===== config.mk =====
export PLATFORM = sky130hd
export DESIGN_NAME = req_fifo_arbiter
export DESIGN_NICKNAME = d
export VERILOG_FILES = /design/src/rtl/req_fifo_arb_pkg.sv /design/src/rtl/rr_arbiter.sv /design/src/rtl/sync_fifo.sv /design/src/rtl/req_fifo_arbiter.sv
export SDC_FILE = /design/constraint.sdc
export NUM_CORES = 1
export LEC_CHECK = 0
export CORE_MARGIN = 4
export CORE_UTILIZATION = 49
export DETAILED_ROUTE_END_ITERATION = 10
export GPL_ROUTABILITY_DRIVEN = 0
export PLACE_DENSITY = 0.81
export RECOVER_POWER = 50
export SYNTH_ARGS = -nofsm -noshare
export SYNTH_HDL_FRONTEND = slang
export SYNTH_SLANG_ARGS = --single-unit

===== constraint.sdc =====
create_clock -name clk_i -period 3.9 [get_ports clk_i]
set_input_delay 0.39 -clock clk_i [delete_from_list [all_inputs] [get_ports clk_i]]
set_output_delay 0.39 -clock clk_i [all_outputs]
set_load 0.05 [all_outputs]

===== src/rtl/req_fifo_arb_pkg.sv =====
// Shared types and constants for the requester-to-FIFO arbiter.
package req_fifo_arb_pkg;

    localparam int STALL_CNT_W = 16;

    // Width of a requester index; a single requester still needs one bit.
    function automatic int id_w(input int num_req);
        return (num_req > 1) ? $clog2(num_req) : 1;
    endfunction

endpackage


===== src/rtl/rr_arbiter.sv =====
// Round-robin arbiter: grants the first valid requester at or after prio_q.
// The priority pointer advances past the winner only when a grant is issued.
module rr_arbiter
    import req_fifo_arb_pkg::*;
#(
    parameter int NUM_REQ = 4
) (
    input  logic                        clk_i,
    input  logic                        rstn_i,
    input  logic [NUM_REQ-1:0]          valid_i,
    input  logic                        enable_i,
    output logic [NUM_REQ-1:0]          grant_o,
    output logic [id_w(NUM_REQ)-1:0]    grant_idx_o,
    output logic                        any_grant_o
);

    localparam int ID_W = id_w(NUM_REQ);
    localparam logic [ID_W-1:0] LAST_IDX = ID_W'(NUM_REQ - 1);

    logic [ID_W-1:0] prio_d, prio_q;
    logic [ID_W-1:0] cand_s;
    logic [ID_W-1:0] gidx_s;
    logic            found_s;

    // Circular search starting at the priority pointer.
    always_comb begin
        cand_s  = prio_q;
        gidx_s  = '0;
        found_s = 1'b0;
        for (int i = 0; i < NUM_REQ; i++) begin
            if (!found_s && valid_i[cand_s]) begin
                found_s = 1'b1;
                gidx_s  = cand_s;
            end else begin
                found_s = found_s;
            end
            cand_s = (cand_s == LAST_IDX) ? '0 : cand_s + 1'b1;
        end
    end

    // Grant outputs and next priority pointer.
    always_comb begin
        any_grant_o = found_s && enable_i;
        grant_idx_o = gidx_s;
        if (any_grant_o) begin
            grant_o = NUM_REQ'(1'b1) << gidx_s;
            prio_d  = (gidx_s == LAST_IDX) ? '0 : gidx_s + 1'b1;
        end else begin
            grant_o = '0;
            prio_d  = prio_q;
        end
    end

    // Priority pointer register.
    always_ff @(posedge clk_i or negedge rstn_i) begin
        if (!rstn_i) begin
            prio_q <= '0;
        end else begin
            prio_q <= prio_d;
        end
    end

endmodule


===== src/rtl/sync_fifo.sv =====
// Synchronous FIFO with extra-MSB pointers; read data is '0 while empty.
module sync_fifo #(
    parameter int WIDTH = 32,
    parameter int DEPTH = 4
) (
    input  logic                      clk_i,
    input  logic                      rstn_i,
    input  logic                      push_i,
    input  logic [WIDTH-1:0]          wdata_i,
    input  logic                      pop_i,
    output logic [WIDTH-1:0]          rdata_o,
    output logic                      full_o,
    output logic                      empty_o,
    output logic [$clog2(DEPTH):0]    count_o
);

    localparam int AW = $clog2(DEPTH);

    logic [AW:0]      wptr_d, wptr_q;
    logic [AW:0]      rptr_d, rptr_q;
    logic [WIDTH-1:0] mem_d [DEPTH];
    logic [WIDTH-1:0] mem_q [DEPTH];
    logic             push_s;
    logic             pop_s;

    // Status decode from registered pointers only.
    always_comb begin
        full_o  = (wptr_q[AW] != rptr_q[AW]) && (wptr_q[AW-1:0] == rptr_q[AW-1:0]);
        empty_o = (wptr_q == rptr_q);
        count_o = wptr_q - rptr_q;
        push_s  = push_i && !full_o;
        pop_s   = pop_i && !empty_o;
        rdata_o = empty_o ? '0 : mem_q[rptr_q[AW-1:0]];
    end

    // Next pointers and storage write.
    always_comb begin
        mem_d  = mem_q;
        wptr_d = push_s ? wptr_q + 1'b1 : wptr_q;
        rptr_d = pop_s  ? rptr_q + 1'b1 : rptr_q;
        if (push_s) begin
            mem_d[wptr_q[AW-1:0]] = wdata_i;
        end else begin
            mem_d = mem_q;
        end
    end

    // Pointer registers; reset discards all queued entries.
    always_ff @(posedge clk_i or negedge rstn_i) begin
        if (!rstn_i) begin
            wptr_q <= '0;
            rptr_q <= '0;
        end else begin
            wptr_q <= wptr_d;
            rptr_q <= rptr_d;
        end
    end

    // Storage needs no reset: it is masked by the empty check.
    always_ff @(posedge clk_i) begin
        mem_q <= mem_d;
    end

endmodule


===== src/rtl/req_fifo_arbiter.sv =====
// NUM_REQ requesters share one FIFO through a round-robin arbiter.
// Optional saturating stall counter: define REQ_FIFO_ARB_STALL_CNT_EN.
module req_fifo_arbiter
    import req_fifo_arb_pkg::*;
#(
    parameter int NUM_REQ    = 4,
    parameter int DATA_WIDTH = 32,
    parameter int FIFO_DEPTH = 4
) (
    input  logic                              clk_i,
    input  logic                              rstn_i,
    input  logic [NUM_REQ-1:0]                req_valid_i,
    input  logic [NUM_REQ*DATA_WIDTH-1:0]     req_data_i,
    output logic [NUM_REQ-1:0]                req_ready_o,
    output logic                              out_valid_o,
    output logic [DATA_WIDTH-1:0]             out_data_o,
    output logic [$clog2(NUM_REQ)-1:0]        out_id_o,
    input  logic                              out_ready_i,
    output logic [$clog2(FIFO_DEPTH):0]       count_o,
    output logic [STALL_CNT_W-1:0]            stall_cnt_o
);

    localparam int ID_W = id_w(NUM_REQ);

    typedef struct packed {
        logic [ID_W-1:0]       id;
        logic [DATA_WIDTH-1:0] data;
    } entry_t;

    logic [DATA_WIDTH-1:0] req_data_s [NUM_REQ];
    logic [ID_W-1:0]       grant_idx_s;
    logic                  push_s;
    logic                  full_s;
    logic                  empty_s;
    entry_t                wr_entry_s;
    entry_t                rd_entry_s;

    for (genvar i = 0; i < NUM_REQ; i++) begin : g_unpack
        assign req_data_s[i] = req_data_i[i*DATA_WIDTH +: DATA_WIDTH];
    end

    rr_arbiter #(
        .NUM_REQ (NUM_REQ)
    ) u_arb (
        .clk_i       (clk_i),
        .rstn_i      (rstn_i),
        .valid_i     (req_valid_i),
        .enable_i    (~full_s),
        .grant_o     (req_ready_o),
        .grant_idx_o (grant_idx_s),
        .any_grant_o (push_s)
    );

    // Tag the winning payload with its requester index.
    always_comb begin
        wr_entry_s.id   = grant_idx_s;
        wr_entry_s.data = req_data_s[grant_idx_s];
    end

    sync_fifo #(
        .WIDTH (ID_W + DATA_WIDTH),
        .DEPTH (FIFO_DEPTH)
    ) u_fifo (
        .clk_i   (clk_i),
        .rstn_i  (rstn_i),
        .push_i  (push_s),
        .wdata_i (wr_entry_s),
        .pop_i   (out_ready_i),
        .rdata_o (rd_entry_s),
        .full_o  (full_s),
        .empty_o (empty_s),
        .count_o (count_o)
    );

    // Head entry presentation; the FIFO already zeroes data when empty.
    always_comb begin
        out_valid_o = ~empty_s;
        out_data_o  = rd_entry_s.data;
        out_id_o    = rd_entry_s.id;
    end

`ifdef REQ_FIFO_ARB_STALL_CNT_EN
    logic [STALL_CNT_W-1:0] stall_cnt_d, stall_cnt_q;

    // Count cycles where someone is waiting on a full queue, saturating.
    always_comb begin
        if ((|req_valid_i) && full_s && (stall_cnt_q != {STALL_CNT_W{1'b1}})) begin
            stall_cnt_d = stall_cnt_q + 1'b1;
        end else begin
            stall_cnt_d = stall_cnt_q;
        end
    end

    // Stall counter register.
    always_ff @(posedge clk_i or negedge rstn_i) begin
        if (!rstn_i) begin
            stall_cnt_q <= '0;
        end else begin
            stall_cnt_q <= stall_cnt_d;
        end
    end

    assign stall_cnt_o = stall_cnt_q;
`else
    assign stall_cnt_o = '0;
`endif

endmodule


* Yosys cells after proc, flatten, opt, wreduce, memory -nomap -nowiden *
Index checks and enable logic that the tools add are counted.

storage, ports and cells
  register bits = 144
  bits of input ports = 135

cells by class
  add/sub/neg operators = 7
  order comparisons = 8
  equal/unequal tests = 7
  shift-type cells = 1
  multiplexer cells = 31
  bitwise operators = 5
  reduce and logical (&&, ||, !) cells = 13

operators with widths
  cell                                                                           number
  136-bit bitwise mux                                                            1
  34-bit 2-to-1 mux                                                              4
  34-bit binary-select mux with 2-bit select                                     1
  34-bit demux with 2-bit select                                                 1
  32-bit binary-select mux with 2-bit select                                     1
  32-bit 2-to-1 mux                                                              2
  2-bit 2-to-1 mux                                                               8
  2-bit by 3-bit less-than comparator with 1-bit output (second input constant)  4
  3-bit >= comparator (second input constant)                                    3
  2-bit NOT with 3-bit output                                                    3
  2-bit by 1-bit adder with 2-bit output (second input constant)                 4
  1-bit binary-select mux with 2-bit select                                      4
  2-bit equality test (second input constant)                                    4
  1-bit logical AND                                                              8
  1-bit 2-to-1 mux                                                               8
  3-bit by 1-bit adder with 3-bit output (second input constant)                 2
  1-bit logical NOT                                                              5
  4-bit 2-to-1 mux                                                               1
  1-bit by 2-bit << shifter with 4-bit output (first input constant)             1
  3-bit equality test                                                            1
  3-bit by 1-bit less-than comparator with 1-bit output (second input constant)  1
  3-bit subtractor                                                               1
  2-bit equality test                                                            1
  1-bit NOT                                                                      2
  1-bit != test                                                                  1

* Logic depth before layout (Yosys ltp) *
Gate-level depths: netlist (run 1).

  depth in word-level cells = 17
  gate-level depth with buffers = 11
  depth with buffers taken out = 8

* Hierarchy *
A second synthesis (run 1) with hierarchy kept.

unflattened totals
  cell total of the unflattened synthesis = 376
  area total of the unflattened synthesis = 7161.9 µm²

modules (own cells, without submodules)
  module            times used  cells each  area each (µm²)  sequential area each (µm²)
  sync_fifo         1           260         5731.7           4234.1
  req_fifo_arbiter  1           58          945.9            0.0
  rr_arbiter        1           58          484.2            50.0

* Least setup slack after synthesis (run 1) *
No wires, ideal clock.

  path type = register to output
  start point = register u_arb.prio_q[1]
  end point = output req_ready_o[0]
  arrival time = 2.791 ns
  data required time = 3.510 ns
  slack = 0.719 ns
  cell stages (with the launch flop) = 11
  buffers on the path = 3
  path through = dfrtp_1 ha_1 buf_2 o21ai_0 a31o_1 a22oi_1 nor3_1 or3_1 buf_6 buf_6 nor2_1

between the ends
  longest elaborated chain between the ends = 14
  elaborated cells between the ends (all ways) = 34

RTL lines
  item                                                                             line                    text
  start, declared                                                                  rr_arbiter.sv:20        logic [ID_W-1:0] prio_d, prio_q;
  start signal, assigned                                                           rr_arbiter.sv:59        prio_q <= prio_d;
  branches (longest 11 deep; another with 2-bit by 1-bit adder with 2-bit output)  n/a
  2-bit 2-to-1 mux (*)                                                             rr_arbiter.sv:31        if (!found_s && valid_i[cand_s]) begin
  net grant_idx_s[1]                                                               req_fifo_arbiter.sv:31  logic [ID_W-1:0] grant_idx_s;
  1-bit by 2-bit << shifter with 4-bit output (*)                                  rr_arbiter.sv:46        grant_o = NUM_REQ'(1'b1) << gidx_s;
  4-bit 2-to-1 mux (*)                                                             rr_arbiter.sv:45        if (any_grant_o) begin
  end, declared                                                                    req_fifo_arbiter.sv:14  output logic [NUM_REQ-1:0] req_ready_o,

Mark *: on every way through the listed nets, which the timed path passes. The select of a mux whose other input is x is not followed.

* Worst setup path after layout (run 1) *
  start point = register u_arb.prio_q[1]
  end point = output req_ready_o[1]

between the ends
  longest elaborated chain between the ends = 14
  elaborated cells between the ends (all ways) = 34

RTL lines
  item                                                                             line
  branches (longest 13 deep; another with 2-bit by 1-bit adder with 2-bit output)  n/a
  4-bit 2-to-1 mux (*)                                                             rr_arbiter.sv:45

Every way passes the cells marked *. The select of a mux whose other input is x is not followed.

==> metrics.md, run 1 <==
| Metric | Value |
|---|---|
| Final setup fails | `0` |
| Slew headroom | `43.31%` |
| Largest net degree at the start of global routing | `38` |
| CP peak stage delay | `approximately 0.55 ns` |
| DIE HEIGHT | `~130 microns` |
| Final Hold Viols | `0` |
| DP HPWL | `about 11000 microns` |
| N_diodes | `0` |
| Outcome | `finished, final reports clean` |
| Max-Cap Viols | `0` |
| Worst R2R Start | `u_arb.prio_q[1]` |
| Clk buf depth | `2` |
| Register area share after synthesis | `between 50% and 60%` |
| Congestion Overflow GR | `0` |
| Fmax | `approximately 280 MHz` |
| Max FO, Critical Path | `16` |
| CTS sink count | `between 100 and 150` |
| Synth warn | `0` |
| CP Data Required Time | `around 3.5 ns` |
| Die area | `~0.017 sq mm` |
| Share of cells above drive strength 1 | `between 10% and 20%` |
| Area leader, netlist | `edfxtp_1` |
| R2R Setup Slk | `0.31 ns` |
| Die span in x | `approximately 130 microns` |
| Final TNS setup | `0 ns` |
| Fin. max-slew vios | `0` |
| Met2 Use GR | `between 30% and 40%` |
| Main synth FF type | `edfxtp_1` |
| Core area | `0.01453 sq mm` |
| CTS Buf Count | `17` |
| Gr busiest metal | `met2` |
| Via density | `between 5 and 6` |
| Worst-margin pin slew | `about 0.85 ns` |
| Met3 Use GR | `roughly 5.7%` |
| Antenna-violating nets left | `0` |
| Synth area leaders | `edfxtp_1 (56%), mux2i_1 (14%), mux4_2 (11%)` |
| Final period util | `slightly above 90%` |
| I/O pins | `between 150 and 200` |
| Clk_skew | `about 0.0076 ns` |
| Post-layout min period | `3.624 ns` |
| Kind of start point of the critical path | `flop` |
| Initial antenna violation count | `0` |
| Initial Util | `around half` |
| CTS root buf | `clkbuf_16` |
| Buffers added on ports | `around 180` |
| First-pass GRT wire length | `24930 microns` |
| Avg Synthesized Cell Area | `between 15 and 20 sq um` |
| R2R Path End | `u_fifo.mem_q[105]` |
| Worst-Skew Late Latency | `approximately 0.40 ns` |
| Worst Path Arrival | `approximately 3.2 ns` |
| Drt first pass iters | `5` |
| Worst setup EP type | `output pin` |
| Vias in the first global route | `4624` |
| Critical path's slowest cell | `ha_2` |
| Global-route track usage on met1 | `23.90%` |
| NumNets Final | `just under 800` |
| DR DRC count | `0` |
| Area share of the largest cell type after synthesis | `a little under three fifths` |
| Mapped Area | `0.007256 sq mm` |
| Path type of the worst setup path | `reg -> out` |
| Hold crit path type | `in -> async` |
| Initial DRC Count | `484` |
| R2R depth | `7` |
| Synth async-reset ratio | `5.556%` |
| Area Growth Syn to Fin | `33.57%` |
| Synthesized netlist cell count | `between 400 and 500` |
| Row count | `44` |
| Drt wl/cell | `~20 microns` |
| EDFF count, synth | `around 140` |
| DRT Wirelength | `16370 microns` |
| Most frequent cells in the layout | `clkdlybuf4s50_1 (140), edfxtp_1 (136), mux2i_1 (99), mux4_2 (35), and2_1 (35)` |
| Global Route Usage Sum | `roughly 20%` |
| Clock transition at the registers of the reported paths | `0.06 ns` |
| CP Cell Sequence | `ha_2 > o21ai_0 > a31o_1 > a22oi_1 > nor3_1 > or3_4 > nor3b_2 > buf_12` |
| H-Tree Depth | `4` |
| Cell variety after synth | `44` |
| RSZ-0062 raised after global routing | `false` |
| Commonest non-fill, non-tap cell in the layout | `clkdlybuf4s50_1` |
| Synthesized flop and latch total | `about 140` |
| CTS tree | `yes` |
| Vias | `~4500` |
## registers in the layout (all words and copies together), names as in the netlist
name	count
u_fifo.mem_q	136
u_fifo.rptr_q	3
u_fifo.wptr_q	3
u_arb.prio_q	2
## synthesized netlist by cell type (2+ instances only)
master      n
edfxtp_1  136
nand3_1     2
a21oi_1     2
buf_2      12
buf_4      17
ha_1        9
nand2_1     7
inv_1      11
mux2i_1    99
and3b_1     2
buf_6       7
mux2_2      2
o21ai_0     8
nor2b_1     5
a32o_1      3
or3_1       3
dfrtp_1     8
xnor2_1     6
nor3b_1     2
nor2_1      4
clkbuf_1   10
mux4_2     35
o211ai_1    2
and2_1     39
## how the worst max path moves through the flow
stage | slack [ns] | start | end
floorplan | 0.72 | u_arb.prio_q[1] | req_ready_o[0]
global placement | 0.44 | u_arb.prio_q[1] | u_fifo.mem_q[126]
detailed placement | 0.17 | u_arb.prio_q[1] | u_fifo.mem_q[85]
CTS | 0.0008 | u_arb.prio_q[1] | req_ready_o[1]
global route | 0.07 | u_arb.prio_q[1] | u_fifo.mem_q[121]
finish | 0.28 | u_arb.prio_q[1] | req_ready_o[1]
## layer usage
| metal | share of wire (%) | vias to the layer above | routed length [microns] |
|---|---|---|---|
| met1 | 39 | 2234 | 6361 |
| met3 | 7.8 | 23 | 1274 |
| li1 | - | 2063 | - |
| met2 | 52 | 226 | 8532 |
| met5 | 0 | - | 0 |
| met4 | 1.2 | 0 | 199 |
## per-stage QoR
| step | worst slack, ns | utilization, % | instance area (sq um) | instances | hold slack (ns) |
|---|---|---|---|---|---|
| final | 0.2757 | 66.68 | 9692 | 825 | 0.3823 |
| after global routing | 0.07415 | 66.68 | 9692 | 825 | 0.3957 |
| after CTS | 0.0008169 | 66.80 | 9709 | 825 | 0.2949 |
| after detailed placement | 0.1749 | 63.03 | 9160 | 793 | 0.4820 |
| after global placement | 0.4430 | 63.03 | 9160 | 793 | 0.4803 |
| after floorplan | 0.7188 | - | 7312 | 466 | 0.09441 |
## kinds of logic after synthesis
kind of cell | count (synthesis) | synth area share [%]
AO/OA/AOI/OAI | 24 | 2.518
other | 1 | 0.05168
AND/OR/NAND/NOR | 70 | 5.915
multiplexers | 137 | 24.99
flip-flops | 144 | 59.04
adder cells (fa/ha/maj) | 10 | 1.828
XOR/XNOR | 7 | 0.8450
buffers and inverters | 58 | 4.811
## area by class of cell
class,instances,area (sq um)
clock buffers,18,429.2
clock inverters,14,117.6
fillers,1015,4842
inverters,11,41.29
multi-input cells,264,2686
flip-flops and latches,144,4287
well taps,184,230.2
repair buffers,190,1901
## critical path: cells and delay by family, from the launching register on
family	cells	cell delay, ns
adder cells (fa/ha/maj)	1	0.55
flip-flops	1	0.50
AND/OR/NAND/NOR	3	0.93
AO/OA/AOI/OAI	3	0.68
buffers and inverters	1	0.18
## what timing repair did
item,4_1_cts,5_1_grt
setup endpoints to repair,3,12
setup buffers,0,0
hold buffers,0,0
gates resized for setup,1,2
Power of run 1 is not shown: default switching activity piles up to over one toggle a cycle in this logic, so the estimate is an artifact.
==> inputs of run 2 (changes only) <==
--- a/config.mk
+++ b/config.mk
@@ -6,10 +6,11 @@
 export NUM_CORES = 1
 export LEC_CHECK = 0
 export CORE_MARGIN = 4
-export CORE_UTILIZATION = 49
+export CORE_UTILIZATION = 53
 export DETAILED_ROUTE_END_ITERATION = 10
 export GPL_ROUTABILITY_DRIVEN = 0
-export PLACE_DENSITY = 0.81
+export GPL_TIMING_DRIVEN = 0
+export PLACE_DENSITY = 0.86
 export RECOVER_POWER = 50
 export SYNTH_ARGS = -nofsm -noshare
 export SYNTH_HDL_FRONTEND = slang
==> constraint.sdc (replaced) <==
create_clock -name clk_i -period 4.3 [get_ports clk_i]
set_input_delay 0.43 -clock clk_i [delete_from_list [all_inputs] [get_ports clk_i]]
set_output_delay 0.43 -clock clk_i [all_outputs]
set_load 0.05 [all_outputs]
==> run 2 against run 1 <==
Against the previous run:
- sequential share of layout area down 1.2 points
- utilization grew 7.9 points
- highest routed layer unchanged
- final cell count increased by 3.3%
- global-route usage grew 2.8 points
- first-iteration DRC count shrank 26%
- non-clock buffer count grew 36
- register-to-register slack gained 0.18 ns
- setup slack got worse by 0.034 ns
- clock-buffer cell count increased by 1
- wire length grew 3.9%
==> metrics.md, run 2 (synthesis gave the netlist of run 1 again) <==
| Metric | Value |
|---|---|
| Final period util | `roughly 94%` |
| Clock transition at the registers of the reported paths | `0.06 ns (about the same)` |
| Final Hold Viols | `0 (unchanged)` |
| Share of cells above drive strength 1 | `16.42% (+1.6 points)` |
| Area Growth Syn to Fin | `37.28%` |
| CTS Buf Count | `17 (unchanged)` |
| CP Data Required Time | `3.87 ns (+0.36 ns)` |
| Top Registers | `u_fifo.mem_q x136, u_fifo.rptr_q x3, u_fifo.wptr_q x3` |
| N_diodes | `0 (unchanged)` |
| Multi-input logic area | `0.002679 sq mm (-0.28%)` |
| Clk_skew | `0.009015 ns (+0.001403 ns)` |
| Worst-Skew Late Latency | `0.42 ns (+0.02 ns)` |
| Final setup fails | `0 (unchanged)` |
| Buffers added on ports | `175 (-0.57%)` |
| Fmax | `around 250 MHz` |
| Fin. max-slew vios | `0 (unchanged)` |
| Initial antenna violation count | `0 (unchanged)` |
| Commonest non-fill, non-tap cell in the layout | `clkdlybuf4s50_1` |
| Outcome | `finished, final reports clean` |
| Clk buf depth | `2 (unchanged)` |
| Final TNS setup | `0 ns (unchanged)` |
| NumNets Final | `809 (+4.7%)` |
| Kind of start point of the critical path | `flop` |
| Core area | `0.01335 sq mm (-8.2%)` |
| Slew headroom | `30.70% (-13 points)` |
| CTS sink count | `144 (unchanged)` |
| Worst Path Arrival | `3.63 ns (+0.40 ns)` |
| Crit path from | `u_fifo.rptr_q[1]` |
| FF+latch area | `0.004284 sq mm (about the same)` |
| Vias | `4621 (+1.6%)` |
| Initial Util | `54.36% (+4.4 points)` |
| Via density | `5.424 (-1.6%)` |
| Place WS | `0.1026 ns (-0.07224 ns)` |
| Number of fill cells | `858 (-15%)` |
| WP buf/inv | `5 (+4)` |
| Drt wl/cell | `19.97 microns (+0.64%)` |
| Most frequent cells in the layout | `clkdlybuf4s50_1 (167), edfxtp_1 (136), mux2i_1 (99), mux4_2 (35), and2_1 (35)` |
| Critical path's slowest cell | `clkdlybuf4s50_1` |
| CP top delay family | `buffers and inverters` |
| Drt first pass iters | `5 (unchanged)` |
| Vias in the first global route | `5074 (+9.7%)` |
| CTS root buf | `clkbuf_16` |
| Post-CTS setup buffer count | `0 (unchanged)` |
| DIE HEIGHT | `125.0 microns (-3.6%)` |
| First-pass GRT wire length | `26990 microns (+8.3%)` |
| Max FO, Critical Path | `10 (-6)` |
| Worst R2R Start | `u_arb.prio_q[1]` |
| Die span in x | `125.0 microns (-3.6%)` |
| DRT Wirelength | `17010 microns (+3.9%)` |
| Post-layout min period | `around 4.1 ns` |
| Max-Cap Viols | `0 (unchanged)` |
| Path type of the worst setup path | `reg -> out` |
| CP Cell Sequence | `clkbuf_2 > buf_2 > inv_1 > ha_1 > nand3_1 > clkbuf_1 > and2_1 > clkdlybuf4s50_1` |
| DP HPWL | `11780 microns (+6.5%)` |
| Max reg flops | `136 (unchanged)` |
| Hold crit path type | `in -> async` |
| Initial DRC Count | `357 (-26%)` |
| CTS tree | `yes` |
| Congestion Overflow GR | `0 (unchanged)` |
| Top reg by flops | `u_fifo.mem_q` |
| H-Tree Depth | `4 (unchanged)` |
| RSZ-0062 raised after global routing | `false` |
| Row count | `42 (-4.5%)` |
| Final Worst Setup Slack | `0.2412 ns (-0.03448 ns)` |
| Antenna-violating nets left | `0 (unchanged)` |
| DR DRC count | `0 (unchanged)` |
| Global Route Usage Sum | `22.38% (+2.8 points)` |
| Die area | `0.01563 sq mm (-7.1%)` |
| CP peak stage delay | `0.82 ns (+0.27 ns)` |
| Worst setup EP type | `output pin` |
| Largest net degree at the start of global routing | `26 (-32%)` |
| I/O pins | `193 (unchanged)` |
| Fin util | `74.63% (+7.9 points)` |
| Worst-margin pin slew | `1.039 ns (+0.1890 ns)` |
-- run 2: final cells by class --
cell class                      instances  area share (%)
Sequential cell                       144           43.01
Tap cell                              176           2.211
Clock buffer                           19           4.346
Inverter                               11          0.4145
Multi-Input combinational cell        264           26.89
Buffer                                 47           2.977
Clock inverter                         12           1.834
Timing Repair Buffer                  179           18.31
-- run 2: routing by layer --
metal	track usage [%]	up-vias	share of wire (%)
met5	0	-	0
met4	6.186	0	1.3
met3	6.269	26	7.1
met2	39.58	213	52
met1	27.05	2245	40
li1	-	2137	-
-- run 2: per-stage QoR --
stage	cell area, sq um	instances	hold WS [ns]
2_1_floorplan	7312	466	0.1344
3_3_place_gp	9284	817	0.4794
3_5_place_dp	9369	821	0.4872
4_1_cts	9988	852	0.2943
5_1_grt	9961	852	0.3819
6_report	9961	852	0.3790
-- run 2: timing repair --
| item | 4_1_cts | 5_1_grt |
|---|---|---|
| resized for setup | 4 | 8 |
| hold buffers | 0 | 0 |
| gates cloned | 0 | 0 |
| setup endpoints to repair | 32 | 23 |
-- run 2: path summary, 6_finish.rpt --
| check | endpoint | slack [ns] | depth (start not counted) |
|---|---|---|---|
| worst max-delay path | out_data_o[25] | 0.24 | 8 |
| worst min-delay path | u_fifo.wptr_q[1] | 0.38 | 1 |
| worst max register to register | u_fifo.mem_q[3] | 0.49 | 8 |
| worst min register to register | u_fifo.wptr_q[2] | 0.49 | 1 |
| max in group asynchronous | u_arb.prio_q[1] | 3.63 | 1 |
| min in group clk_i | u_fifo.wptr_q[2] | 0.49 | 1 |
Power of run 2 is left out for the same reason.
